<file path="src/rtl/pump_pkg.sv">
// Shared state encoding, parameter defaults and bit-count/rotation helpers
// for the three-pump lead/lag sequencer.
package pump_pkg;

  localparam int STAGGER_DEF = 16;
  localparam int MIN_ON_DEF  = 32;
  localparam int MIN_OFF_DEF = 32;
  localparam int NPUMP       = 3;

  typedef enum logic [1:0] {
    ST_IDLE      = 2'd0,
    ST_RAMP_UP   = 2'd1,
    ST_HOLD      = 2'd2,
    ST_RAMP_DOWN = 2'd3
  } seq_state_t;

  function automatic logic [1:0] popcount3(input logic [2:0] v);
    return {1'b0, v[0]} + {1'b0, v[1]} + {1'b0, v[2]};
  endfunction

  // Pump index at position step of the rotation starting at base (mod 3).
  function automatic logic [1:0] rot_idx(input logic [1:0] base, input logic [1:0] step);
    logic [2:0] s;
    s = {1'b0, base} + {1'b0, step};
    if (s >= 3'd3) s = s - 3'd3;
    return s[1:0];
  endfunction

endpackage

</file>
<file path="src/rtl/pump_timer.sv">
// Per-pump saturating run/rest timers; both clear on the edge where the run
// command changes, so the first cycle in a new state reads zero.
module pump_timer
  import pump_pkg::*;
#(
  parameter int MIN_ON  = MIN_ON_DEF,
  parameter int MIN_OFF = MIN_OFF_DEF
) (
  input  logic clk,
  input  logic reset_n,
  input  logic run,
  input  logic run_nxt,
  output logic on_ok,
  output logic off_ok
);

  localparam int ON_W  = (MIN_ON  > 0) ? $clog2(MIN_ON  + 1) : 1;
  localparam int OFF_W = (MIN_OFF > 0) ? $clog2(MIN_OFF + 1) : 1;
  localparam logic [ON_W-1:0]  ON_MAX  = ON_W'(MIN_ON);
  localparam logic [OFF_W-1:0] OFF_MAX = OFF_W'(MIN_OFF);

  logic [ON_W-1:0]  on_cnt;
  logic [OFF_W-1:0] off_cnt;

  // Rest timer starts saturated so a freshly reset pump may start at once.
  always_ff @(posedge clk or negedge reset_n) begin
    if (!reset_n) begin
      on_cnt  <= '0;
      off_cnt <= OFF_MAX;
    end else if (run != run_nxt) begin
      on_cnt  <= '0;
      off_cnt <= '0;
    end else if (run) begin
      if (on_cnt != ON_MAX) on_cnt <= on_cnt + 1'b1;
    end else begin
      if (off_cnt != OFF_MAX) off_cnt <= off_cnt + 1'b1;
    end
  end

  assign on_ok  = (on_cnt == ON_MAX);
  assign off_ok = (off_cnt == OFF_MAX);

endmodule

</file>
<file path="src/rtl/pump_sequencer.sv">
// Lead/lag sequencer for three pumps: staggered starts/stops toward demand,
// minimum run/rest times, immediate drop on fault; commands appear one cycle after the decision.
module pump_sequencer
  import pump_pkg::*;
#(
  parameter int STAGGER = STAGGER_DEF,
  parameter int MIN_ON  = MIN_ON_DEF,
  parameter int MIN_OFF = MIN_OFF_DEF
) (
  input  logic       clk,
  input  logic       reset_n,
  input  logic [1:0] demand,
  input  logic       alarm_req,
  input  logic [2:0] pump_fault,
  output logic [2:0] pump_on,
  output logic       alarm,
  output logic [1:0] lead,
  output logic       busy
);

  localparam int STG_W = (STAGGER > 1) ? $clog2(STAGGER) : 1;
  localparam logic [STG_W-1:0] STG_LOAD = (STAGGER > 0) ? STG_W'(STAGGER - 1) : '0;

  logic [2:0]       healthy;
  logic [2:0]       on_eff;
  logic [1:0]       avail;
  logic [1:0]       target;
  logic [1:0]       active;
  logic [1:0]       order [NPUMP];
  logic [2:0]       start_mask;
  logic [2:0]       stop_mask;
  logic             start_found;
  logic [2:0]       pump_nxt;
  logic [2:0]       on_ok;
  logic [2:0]       off_ok;
  logic [STG_W-1:0] stg;
  seq_state_t       state_q;
  seq_state_t       state_d;

  assign healthy = ~pump_fault;
  assign avail   = popcount3(healthy);
  assign target  = (demand < avail) ? demand : avail;

  // Faulted pumps are dropped this edge regardless, so they are excluded
  // from the count; otherwise a fault would also trigger a normal stop.
  assign on_eff  = pump_on & healthy;
  assign active  = popcount3(on_eff);

  always_comb begin
    for (int k = 0; k < NPUMP; k++) begin
      order[k] = rot_idx(lead, 2'(k));
    end
  end

  always_comb begin
    state_d     = ST_HOLD;
    start_mask  = '0;
    stop_mask   = '0;
    start_found = 1'b0;

    if (avail == 2'd0)        state_d = ST_IDLE;
    else if (active < target) state_d = ST_RAMP_UP;
    else if (active > target) state_d = ST_RAMP_DOWN;
    else if (active == 2'd0)  state_d = ST_IDLE;
    else                      state_d = ST_HOLD;

    if (state_d == ST_RAMP_UP && stg == '0) begin
      for (int k = 0; k < NPUMP; k++) begin
        if (!start_found && healthy[order[k]] && !pump_on[order[k]] && off_ok[order[k]]) begin
          start_mask[order[k]] = 1'b1;
          start_found          = 1'b1;
        end
      end
    end

    // Later qualifying pumps overwrite earlier ones: the last in rotation wins.
    if (state_d == ST_RAMP_DOWN && stg == '0) begin
      for (int k = 0; k < NPUMP; k++) begin
        if (on_eff[order[k]] && on_ok[order[k]]) begin
          stop_mask            = '0;
          stop_mask[order[k]]  = 1'b1;
        end
      end
    end
  end

  assign pump_nxt = (pump_on | start_mask) & ~stop_mask & healthy;

  always_ff @(posedge clk or negedge reset_n) begin
    if (!reset_n) begin
      state_q <= ST_IDLE;
      pump_on <= '0;
      alarm   <= 1'b0;
      lead    <= 2'd0;
      stg     <= '0;
    end else begin
      state_q <= state_d;
      pump_on <= pump_nxt;
      alarm   <= alarm_req | (demand > avail);
      if (|start_mask || |stop_mask) begin
        stg <= STG_LOAD;
      end else if (stg != '0) begin
        stg <= stg - 1'b1;
      end
      if (|pump_on && pump_nxt == 3'b000) begin
        lead <= (lead == 2'd2) ? 2'd0 : lead + 2'd1;
      end
    end
  end

  assign busy = (state_q == ST_RAMP_UP) || (state_q == ST_RAMP_DOWN);

  for (genvar i = 0; i < NPUMP; i++) begin : g_tmr
    pump_timer #(
      .MIN_ON  (MIN_ON),
      .MIN_OFF (MIN_OFF)
    ) u_tmr (
      .clk     (clk),
      .reset_n (reset_n),
      .run     (pump_on[i]),
      .run_nxt (pump_nxt[i]),
      .on_ok   (on_ok[i]),
      .off_ok  (off_ok[i])
    );
  end

endmodule

</file>
<file path="config.mk">
export PLATFORM = sky130hd
export DESIGN_NAME = pump_sequencer
export DESIGN_NICKNAME = d
export VERILOG_FILES = /design/src/rtl/pump_pkg.sv /design/src/rtl/pump_timer.sv /design/src/rtl/pump_sequencer.sv
export SDC_FILE = /design/constraint.sdc
export NUM_CORES = 1
export LEC_CHECK = 0
export BUFFER_PORTS_ARGS = -buffer_cell sky130_fd_sc_hd__buf_2
export CAP_MARGIN = 30
export CORE_MARGIN = 10
export CORE_UTILIZATION = 33
export CTS_BUF_LIST = sky130_fd_sc_hd__clkbuf_2 sky130_fd_sc_hd__clkbuf_4 sky130_fd_sc_hd__clkbuf_8
export CTS_CLUSTER_SIZE = 25
export DETAILED_ROUTE_END_ITERATION = 6
export HOLD_SLACK_MARGIN = 0.05
export PLACE_DENSITY = 0.53
export RECOVER_POWER = 100
export SLEW_MARGIN = 25
export SYNTH_ARGS = -nofsm -noshare
export SYNTH_HDL_FRONTEND = slang
export SYNTH_SLANG_ARGS = --single-unit
</file>
<file path="constraint.sdc">
create_clock -name clk -period 5.99 [get_ports clk]
set_clock_uncertainty 0.2 [all_clocks]
set_input_delay 1.4975 -clock clk [delete_from_list [all_inputs] [get_ports clk]]
set_output_delay 1.4975 -clock clk [all_outputs]
set_load 0.02 [all_outputs]
</file>
==> flow_metrics.tcl, run 1 <==
set metrics [dict create \
    status "finished, violations left" \
    failed_checks "max-capacitance violations, max-slew violations" \
    antenna_found_initial 0 \
    postSynthAreaPerCell_um2 8.708 \
    avgRoutedWirePerCell_um 14.34 \
    worst_slew_pin_slew_ps 2593 \
    grt_pass1_vias 2770 \
    fin_util_pct 36.86 \
    cpPeakStageDelay_ps 460 \
    track_usage_pct 11.03 \
    hold_buffers 0 \
    cts_tree "built" \
    reg2reg_to "g_tmr[0].u_tmr.off_cnt[5]" \
    p_leak_nw 1.654 \
    setup_viol 0 \
    crit_path_frequent_cell "ha_1" \
    drt_wl_total_um 7944 \
    worst-path-buf-inv 3 \
    viasPerCell 5.209 \
    drtIter0Drc 276 \
    clock_path_buffers 2 \
    rsz0062_at_grt "false" \
    cp_slowest_cell "fa_1" \
    row_count 37 \
    peakVddDrop_mv 0.1246 \
    yosysSeqAreaShare_pct 34.13 \
    htreeDepth 2 \
    worstPathRequired_ps 6040 \
    core_um2 10280 \
    crit_start "pump_fault[2]" \
    ys_ff_latch 47 \
    dieHeight_um 122.4 \
    syn_nets 437 \
    synthToLayoutAreaGrowth_pct 9.591 \
    holdCritPathClass "reg -> reg" \
    synth-main-ff-cell "dfrtp_1" \
    fmax_mhz 176.7 \
    mappedNetlistArea_um2 3457 \
    path_max_fanout 6 \
    worst_setup_path_end_kind "flip-flop" \
    start_util_pct 33.64 \
    drt_pass1_iterations 4 \
    worstReg2RegStart "pump_on[2]" \
    clk_pin_slew_ps 90 \
    setup_slack_ps 329.4 \
    drtAntennaViolNets 0 \
    synth-edff-count 0 \
    grt_max_degree 48 \
    ios 15 \
    synth_cells 397 \
    grt_first_pass_wirelength_um 13710 \
    nets 457 \
    max_slew_margin_pct -72.86 \
    worstPathCellList "buf_2 > inv_1 > fa_1 > ha_1 > o21bai_2 > nand2_1 > o21ai_0 > ha_1 > nand2b_1 > a31oi_1 > or3b_1 > and2b_2 > a41oi_1 > a211o_1 > ha_1 > inv_1 > and3_1 > nor2_1 > and4_1 > nand3_1 > xor2_1 > nor2_1" \
    crit_end "g_tmr[0].u_tmr.off_cnt[5]" \
    num_vias 2886 \
    synth_cell_types 74 \
    gp_congestion 0.9605 \
    worst_r2r_path_depth 19 \
    cp_data_arrival_time_ps 5710 \
    cts-buffers-inserted 5 \
    dp_slack_ps -84.04 \
    worst-setup-path-type "in -> reg" \
    cts_root_buffer "clkbuf_8" \
    fin_crit_ps 5661 \
    drc 0 \
    r2r_slack_ps 1430 \
    cap_violations 1 \
    drv_slew 48 \
    cp.depth 22 \
    synth_warnings 0 \
    dieArea_um2 14970 \
    period_share_pct 94.50 \
    dp_hpwl_um 6077 \
    die_w_um 122.4 \
    grt_overflow 0 \
    cp-start-kind "primary input" \
    cts_sinks 47 \
    crit_family "simple AND/OR/NAND/NOR gates" \
    powerDensity_nw_per_um2 358.3 \
    diodes 0 \
    clock_latency_ps 310 \
    async_reset_ff_share_pct 100.0 \
    hold_viol_final 0 \
    port_buffers 14 \
    drive_gt1_share_pct 8.612 \
]
sequential cells by signal, indices dropped and copies added (netlist names):
register             cells
g_tmr.u_tmr.off_cnt     18
g_tmr.u_tmr.on_cnt      18
stg                      4
pump_on                  3
lead                     2
alarm                    1
state_q                  1
worst min-delay path by stage:
stage	cells after the start	slack (ps)	to	from
6_report	1	320	g_tmr[0].u_tmr.on_cnt[4]	g_tmr[0].u_tmr.on_cnt[4]
5_1_grt	1	360	g_tmr[0].u_tmr.off_cnt[4]	g_tmr[0].u_tmr.off_cnt[4]
4_1_cts	1	320	g_tmr[0].u_tmr.on_cnt[4]	g_tmr[0].u_tmr.on_cnt[4]
3_5_place_dp	1	300	g_tmr[0].u_tmr.on_cnt[4]	g_tmr[0].u_tmr.on_cnt[4]
3_3_place_gp	2	290	stg[3]	stg[3]
2_1_floorplan	2	270	stg[3]	stg[3]
cells by family (layout without fill, tap and decap cells):
group | after synthesis | in the layout | synth area share [%]
buf+inv | 48 | 69 | 5.610
fa+ha+maj | 32 | 32 | 12.02
xor+xnor | 13 | 13 | 3.294
flops | 47 | 47 | 34.13
mux | 5 | 5 | 1.665
compound gates | 88 | 88 | 17.41
simple gates | 164 | 164 | 25.88
cells in the final DEF, fill, tap and decap left out, types with 3 or more instances in the layout:
| cell | n |
|---|---|
| nor3_1 | 14 |
| ha_1 | 30 |
| inv_1 | 37 |
| clkbuf_8 | 7 |
| nand3_1 | 21 |
| nand2_1 | 28 |
| clkbuf_1 | 13 |
| nand4_1 | 8 |
| xnor2_1 | 7 |
| o31ai_1 | 4 |
| xor2_1 | 6 |
| nand2b_1 | 10 |
| nor4b_1 | 3 |
| o21ai_0 | 30 |
| a22oi_1 | 3 |
| dfstp_2 | 3 |
| a31oi_1 | 8 |
| dfrtp_1 | 44 |
| buf_4 | 4 |
| or3_1 | 3 |
| and2_1 | 3 |
| nor2b_1 | 9 |
| nor4_1 | 4 |
| buf_2 | 7 |
| and4_1 | 3 |
| a21oi_1 | 10 |
| nand4b_1 | 3 |
| nor2_1 | 37 |
area by class of cell:
class	count	area, um2
clock buffer	8	103.9
fill	1103	6489
inverter	37	138.9
multi-input combinational	302	2082
sequential	47	1180
tap	136	170.2
timing repair buffer	24	113.9
cells in the mapped netlist (4+ instances only):
cell / number / area [um2]
xnor2_1: 7 / 61.31
nand2b_1: 10 / 62.56
nand2_1: 28 / 105.1
nor3_1: 14 / 70.07
dfrtp_1: 44 / 1101
o21ai_0: 30 / 150.1
nor2b_1: 9 / 56.30
clkbuf_1: 6 / 22.52
nand4_1: 7 / 43.79
a21oi_1: 10 / 50.05
xor2_1: 6 / 52.55
inv_1: 37 / 138.9
a31oi_1: 8 / 50.05
ha_1: 30 / 375.4
nor4_1: 4 / 25.02
o31ai_1: 4 / 30.03
nor2_1: 37 / 138.9
nand3_1: 21 / 105.1
through the flow:
step | total power [mW] | setup TNS (ps) | cells | hold WS (ps) | cell area, um2
4_1_cts | 1.377 | 0 | 554 | 318.3 | 3821
2_1_floorplan | 0.9844 | 0 | 397 | 266.8 | 3457
3_5_place_dp | 1.147 | -107.1 | 546 | 300.1 | 3717
3_3_place_gp | 1.137 | 0 | 546 | 288.7 | 3717
5_1_grt | 1.492 | 0 | 554 | 357.9 | 3789
6_report | 1.357 | 0 | 554 | 321.7 | 3789
layer usage:
layer / vias up / share of wire (%) / GRT usage (%)
met5: - / 0 / 0
met4: 0 / 1.5 / 3.093
met3: 11 / 4.8 / 2.571
met2: 58 / 44 / 17.73
met1: 1361 / 49 / 14.49
li1: 1456 / - / -
repair_timing:
action	4_1_cts	5_1_grt
resized for setup	0	2
setup endpoints to repair	0	6
setup buffers	0	0
where the power goes:
| part | switching (mW) | internal [mW] |
|---|---|---|
| logic | 0.352 | 0.255 |
| clock network | 0.112 | 0.110 |
| registers | 0.107 | 0.421 |
Power figures use the tool's default switching activity.
==> run 2, diff against run 1 <==
--- a/config.mk
+++ b/config.mk
@@ -7,2 +7,3 @@
 export LEC_CHECK = 0
+export ABC_AREA = 1
 export BUFFER_PORTS_ARGS = -buffer_cell sky130_fd_sc_hd__buf_2
@@ -20,2 +21,3 @@
 export SYNTH_HDL_FRONTEND = slang
+export SYNTH_HIERARCHICAL = 1
 export SYNTH_SLANG_ARGS = --single-unit
--- a/constraint.sdc
+++ b/constraint.sdc
@@ -4,2 +4,2 @@
 set_output_delay 1.4975 -clock clk [all_outputs]
-set_load 0.02 [all_outputs]
+set_load 0.05 [all_outputs]
==> run 2 against run 1 <==
Net effect:
- the run still ends with max-capacitance violations, max-slew violations left
- critical endpoint is now g_tmr[0].u_tmr/off_cnt[4]
- first-iteration DRC count fell by 29%
- highest routed layer unchanged
- non-clock buffer count fell by 9
- sequential power rose by 8.0%
- cell area rose by 12%
==> flow_metrics.tcl, run 2 <==
set metrics [dict create \
    cp-start-kind "primary input" \
    yosys.area_share.adder_pct 10.49 \
    clkPwrFrac_pct 18.2 \
    die_w_um 129.6 \
    worstPathRequired_ps 6040 \
    synth-main-ff-cell "dfrtp_1" \
    setup-tns-final_ps 0 \
    holdCritPathClass "reg -> reg" \
    final_cell_mix "nand2_1, inv_1, nor2_1" \
    synth_mux_area_share_pct 0 \
    clock_path_buffers 2 \
    syn_nets 631 \
    track_usage_pct 10.74 \
    rsz0062_at_grt "false" \
    ys_top_cells_by_area "dfrtp_1, nand2_1, ha_1, inv_1, nor2_1" \
    async_reset_ff_share_pct 100.0 \
    layout_commonest_cell "nand2_1" \
    synth_warnings 6 \
    grt_max_degree 48 \
    status "finished, violations left" \
    port_buffers 14 \
    grt_first_pass_wirelength_um 14970 \
    p_switching_mw 0.7174 \
    drt_pass1_iterations 4 \
    hold_buffers 0 \
    yosysSeqAreaShare_pct 29.79 \
    worst_setup_path_end_kind "flip-flop" \
    powerDensity_nw_per_um2 375.1 \
    htreeDepth 2 \
    p_comb_share_pct 45.9 \
    dp_hpwl_um 6552 \
    synth_xor_area_share_pct 1.105 \
    mappedNetlistArea_um2 3961 \
    dieArea_um2 16790 \
    cp_slowest_cell "fa_1" \
    reg_top3 "g_tmr.u_tmr/off_cnt: 18 flops, g_tmr.u_tmr/on_cnt: 18 flops, stg: 4 flops" \
    fill_cells 1269 \
    viasPerCell 4.611 \
    cts_sinks 47 \
    core_um2 11560 \
    drtIter0Drc 195 \
    period_share_pct 88.28 \
    postSynthAreaPerCell_um2 6.703 \
    synth-edff-count 0 \
    synth_common_cells "nand2_1, inv_1, nor2_1" \
    path_max_fanout 9 \
    cts_tree "built" \
    drive_gt1_share_pct 9.901 \
    setup_viol 0 \
    cp_data_arrival_time_ps 5340 \
    grt_pass1_vias 3285 \
    peakVddDrop_mv 0.1455 \
    postCtsSetupBuffers 0 \
    synth_cells 591 \
    cts_resized 0 \
    drc 0 \
    worstPathCellList "buf_2 > inv_1 > fa_1 > ha_1 > o21bai_1 > nand2_1 > o21ai_0 > ha_1 > nand2_1 > inv_1 > a21oi_1 > nand3_1 > nor2_1 > nand2_1 > nand2_1 > nand2_1 > nor2_1 > inv_1 > ha_1 > o21ai_1 > nand2_1 > nand2_1" \
    synth_cell_types 34 \
    clock_latency_ps 310 \
    worst-setup-path-type "in -> reg" \
    drt_wl_total_um 8502 \
    max_slew_margin_pct -77.90 \
    worst_slew_pin_slew_ps 2668 \
    post-synth-top-count-cell "nand2_1" \
    dieHeight_um 129.6 \
    hold_ws_ps 282.1 \
    row_count 39 \
    swShare_pct 45.13 \
    start_util_pct 34.25 \
    crit_path_frequent_cell "nand2_1" \
    num_vias 3454 \
    drtAntennaViolNets 0 \
    synth_compound_area_share_pct 6.633 \
    worst-path-buf-inv 4 \
    drv_slew 48 \
    crit_family "adder cells" \
    ys_ff_latch 47 \
    cts_root_buffer "clkbuf_8" \
    synth-simple-area-share_pct 40.43 \
    failed_checks "max-capacitance violations, max-slew violations" \
    gp_congestion 0.8704 \
    fin_crit_ps 5288 \
    synthToLayoutAreaGrowth_pct 6.980 \
    avgRoutedWirePerCell_um 11.35 \
    fmax_mhz 189.1 \
    cts-buffers-inserted 5 \
    cap_violations 1 \
    power.internal_mw 0.8722 \
    antenna_found_initial 0 \
    clk_pin_slew_ps 90 \
    synth_top_family_by_area "simple AND/OR/NAND/NOR gates" \
    nets 645 \
    seq_power_share_pct 35.9 \
    diodes 0 \
    cpPeakStageDelay_ps 470 \
    p_leak_nw 2.427 \
    yosys.area.top_type "dfrtp_1" \
    hold_viol_final 0 \
    grt_overflow 0 \
    netlist.area_leader.share_pct 27.80 \
    ios 15 \
]
run 2: final timing paths:
path / to / slack (ps) / startpoint / depth (start not counted)
worst max-delay path: g_tmr[0].u_tmr/off_cnt[4] / 700 / pump_fault[0] / 22
worst min-delay path: g_tmr[1].u_tmr/off_cnt[5] / 280 / g_tmr[1].u_tmr/off_cnt[5] / 2
worst max register to register: g_tmr[0].u_tmr/off_cnt[4] / 1970 / pump_on[1] / 19
worst min register to register: g_tmr[1].u_tmr/off_cnt[5] / 280 / g_tmr[1].u_tmr/off_cnt[5] / 2
max in group asynchronous: g_tmr[1].u_tmr/off_cnt[2] / 2160 / reset_n / 2
min in group asynchronous: g_tmr[0].u_tmr/on_cnt[0] / 1910 / reset_n / 2
run 2: cell type report:
class                           instances  area (um2)  area share [%]
Clock buffer                            6       76.32           1.801
Multi-Input combinational cell        431        2283           53.88
Inverter                              105       394.1           9.300
Tap cell                              143       178.9           4.222
Timing Repair Buffer                   15       65.06           1.535
Sequential cell                        47        1180           27.84
Clock inverter                          2       60.06           1.417
run 2: cells by family (layout without fill, tap and decap cells):
logic type | count (synthesis) | in the layout
simple gates | 358 | 358
buf+inv | 113 | 128
xor+xnor | 5 | 5
flops | 47 | 47
fa+ha+maj | 32 | 32
compound gates | 36 | 36
run 2: power groups by stage:
stage	clock network, mW	registers [mW]	logic [mW]
2_1_floorplan	0	0.564	0.610
3_3_place_gp	0	0.573	0.734
3_5_place_dp	0	0.574	0.739
4_1_cts	0.303	0.569	0.744
5_1_grt	0.312	0.595	0.857
6_report	0.289	0.570	0.730
run 2: tightest hold or removal path, stage by stage, from the launching register on:
cell and delay, ps:
dfstp_2 390, nand2_1 60, nand2_1 50
run 2: through the flow:
step	instances	power, mW	util (%)	area [um2]	worst slack (ps)
after floorplan	591	1.174	-	3961	1125
after global placement	741	1.307	35.92	4154	603.9
after detailed placement	741	1.313	35.92	4154	449.2
after CTS	749	1.616	37.10	4290	790.8
after global routing	749	1.765	36.64	4238	164.1
final	749	1.590	36.64	4238	701.8
run 2: per-layer routing:
| metal | routed length [um] | global-route usage, % | up-vias |
|---|---|---|---|
| met1 | 4235 | 13.79 | 1568 |
| met3 | 343 | 2.406 | 9 |
| met4 | 124 | 3.439 | 0 |
| li1 | - | - | 1831 |
| met2 | 3799 | 17.51 | 46 |
| met5 | 0 | 0 | - |
